===== src/rtl/gate_chk_delay.sv =====
// LATENCY-stage shift register of {valid, expected} aligning predictions to
// the gate output; pass-through when LATENCY is 0.
module gate_chk_delay #(
  parameter int unsigned W       = 6,
  parameter int unsigned LATENCY = 1
) (
  input  logic         clk,
  input  logic         rst_n,
  input  logic         flush_i,
  input  logic         valid_i,
  input  logic [W-1:0] data_i,
  output logic         valid_o,
  output logic [W-1:0] data_o
);

  generate
    if (LATENCY == 0) begin : g_pass
      logic unused_pass;
      assign unused_pass = ^{clk, rst_n, flush_i};
      assign valid_o     = valid_i;
      assign data_o      = data_i;
    end else begin : g_pipe
      logic [LATENCY-1:0] vld_q;
      logic [W-1:0]       dat_q [LATENCY];

      always_ff @(posedge clk or negedge rst_n) begin
        if (!rst_n) begin
          vld_q <= '0;
          for (int unsigned i = 0; i < LATENCY; i++) dat_q[i] <= '0;
        end else if (flush_i) begin
          vld_q <= '0;
        end else begin
          vld_q[0] <= valid_i;
          dat_q[0] <= data_i;
          for (int unsigned i = 1; i < LATENCY; i++) begin
            vld_q[i] <= vld_q[i-1];
            dat_q[i] <= dat_q[i-1];
          end
        end
      end

      assign valid_o = vld_q[LATENCY-1];
      assign data_o  = dat_q[LATENCY-1];
    end
  endgenerate

endmodule


===== config.mk =====
export PLATFORM = sky130hd
export DESIGN_NAME = gate_chk_delay
export DESIGN_NICKNAME = d
export VERILOG_FILES = /design/src/rtl/gate_chk_delay.sv
export SDC_FILE = /design/constraint.sdc
export NUM_CORES = 1
export LEC_CHECK = 0
export CAP_MARGIN = 20
export CORE_AREA = 2 2 39 41
export DETAILED_ROUTE_END_ITERATION = 8
export DIE_AREA = 0 0 41 43
export HOLD_SLACK_MARGIN = 0.08
export PLACE_DENSITY = 0.6
export SLEW_MARGIN = 20
export SYNTH_ARGS = -nofsm -noshare
export SYNTH_HDL_FRONTEND = slang
export SYNTH_SLANG_ARGS = --single-unit

===== constraint.sdc =====
create_clock -name clk -period 0.8 [get_ports clk]
set_clock_uncertainty 0.05 [all_clocks]
set_input_delay 0.16 -clock clk [delete_from_list [all_inputs] [get_ports clk]]
set_output_delay 0.16 -clock clk [all_outputs]
set_load 0.1 [all_outputs]

==> summary.txt, run 1 <==
Status: finished with violations
Failing checks: negative setup slack
Synth Instances: 15
CP arrival: 920 ps
Pin count of the biggest net entering global routing: 8
Yosys reg bits: 7
Worst skew pair latency: 250 ps
Fillers: 123
RSZ-0062 raised after global routing: yes
Sequential share of power: 35.0%
Power density cells: 2150 nW/um^2
Slowest cell on the critical path: dfrtp_4
Die ar.: 1760 sq um
Rel. slew slack: 79.3%
Synth top area cells: dfrtp_1, mux2_4, buf_6, and2b_2
Measured slew at the worst slew-check pin: 310 ps
Worst-path clk slew: 50 ps
Total power: 1.28 mW
Clk sinks: 7
CP required: 590 ps
Worst r2r dst: data_o[2]
Reg2Reg Depth: 1
Final min period: 1130 ps
Most frequent cell after synthesis: dfrtp_1
Synth cell types: 4
Gpl congestion: 0.628
Length of the first detailed-routing pass in iterations: 2
Post-CTS Hold Buffers: 0
Crit path max-delay family: flip-flops
Crit-path cells: buf_12
R2R Setup Slk: -120 ps
Final hold violation count: 0
Total gr overflow: 0
First-pass GRT wire length: 972 um
Global Route Usage Sum: 8.70%
Final WS setup: -328 ps
Syn-to-layout area delta: 109%
Synthesized area: 285 sq um
Hold Crit Class: primary input to async pin
Critical path launch point type: flip-flop
Syn Nets: 25
Fin Hold WS: 114 ps
Syn Area/Cell: 19.0 sq um
Synth Flop Type: dfrtp_1
Post-Route WL: 659 um
Logic pwr share: 40.0%
Via count: 195
Top-area cell type share of the netlist area: 61.4%
Row cnt: 14
VDD IR-drop max: 747 uV
Chip width: 41 um
Power share of the clock group: 25.0%
Pleak: 0.256 nW
CP Capture Type: primary output
Multi-input gate area in the final layout: 98.8 sq um
Post-DR vias/cell: 3.82
Switching Fraction: 36.0%
EDFF count, synth: 0
Net Switching: 0.461 mW
Fmax: 886 MHz
R2r startpoint: data_o[2]
Most common library cells after synthesis: dfrtp_1, mux2_4, and2b_2, buf_6
Cell taking the most area after synthesis: dfrtp_1
Htree depth: 1
WL per Instance: 12.9 um
Bufs and invs on worst path: 1
Drc violations: 0
# Post-CTS Setup Buffers: 0
I/O pin count: 17
Max FO, Critical Path: 2
CTS tree: built
Yosys warnings: 0
DP Worst Slack: -493 ps
Ys async rst share: 100%
Setup CP Type: flip-flop to primary output
Initial Util: 20.6%
Max Cap Viol: 0
Post-synthesis sequential area ratio: 61.4%
CTS root buf: clkbuf_4
Register Area: 201 sq um
CTS buffer count: 3
Die Ht: 43 um
Pint: 0.820 mW
Crit-path max cell delay: 490 ps
ANT nets after route: 0
# diodes: 0
Initial antenna violation count: 0
Layout cells sized above 1: 71.4%
Vias in the first global route: 211
DRT iter0 DRCs: 2
Net count, final: 46
Pins Over Slew Limit: 0
Port Buf Inserts: 16
Clock Tree Buf Depth: 2
Final setup viols: 13
Final period util: 141%
Core region area: 1380 sq um
==> kinds of logic after synthesis <==
| logic type | synth area share, % |
|---|---|
| and+or+nand+nor | 3.07 |
| muxes | 31.6 |
| DFF | 61.4 |
| buffers and inverters | 3.95 |
==> what timing repair did <==
item | 4_1_cts | 5_1_grt
gates resized for setup | 1 | 0
endpoints found under the hold margin | 0 | 0
endpoints found under the setup margin | 14 | 13
pin swaps | 0 | 0
==> sequential cells by signal (all words and copies together) (netlist names) <==
register / cells
valid_o: 1
data_o: 6
==> metrics by stage <==
| stage | TNS (ps) | utilization, % | cell area (sq um) | std cells |
|---|---|---|---|---|
| after floorplan | -1640 | - | 312 | 15 |
| after global placement | -3530 | 41.2 | 571 | 47 |
| after detailed placement | -3710 | 41.2 | 571 | 47 |
| after CTS | -3040 | 43.0 | 596 | 51 |
| after global routing | -3120 | 43.0 | 596 | 51 |
| final | -2920 | 43.0 | 596 | 51 |
==> power groups by stage <==
stage	Sequential, mW	Combinational [mW]	Clock, mW
finish	0.448	0.513	0.320
global route	0.452	0.524	0.342
CTS	0.450	0.517	0.337
detailed placement	0.456	0.518	0
global placement	0.452	0.514	0
floorplan	0.681	0.0639	0
==> area by class of cell <==
type	count	share of cell area, %
Multi-Input combinational cell	7	16.6
Timing Repair Buffer	17	41.8
Tap cell	16	3.36
Sequential cell	7	33.8
Clock buffer	4	4.41
==> how the worst max path moves through the flow <==
stage                   start        end  slack, ps  depth (start not counted)
global placement      flush_i  data_o[2]       -470                          3
detailed placement    flush_i  data_o[2]       -490                          3
finish              data_o[0]  data_o[0]       -330                          1
floorplan           data_o[0]  data_o[0]       -270                          1
global route        data_o[5]  data_o[5]       -340                          1
CTS                 data_o[3]  data_o[3]       -340                          1
==> layout by cell type (no fill, tap or decap), drive strengths merged <==
master,synthesis,final
and2b,1,1
buf,1,8
clkbuf,0,4
clkdlybuf4s50,0,8
dfrtp,7,7
dlygate4sd2,0,1
mux2,6,6
==> per-layer routing <==
layer	global-route usage [%]	wire length [um]
met5	0	0
met4	10.0	17
met3	0	13
met2	13.4	373
met1	9.24	255
Power figures use the tool's default switching activity.
==> run 2: changes to the inputs <==
Settings changed: ABC_AREA set to 0.
==> results of run 2 <==
Final layout, timing and power as in run 1 (identical DEF).
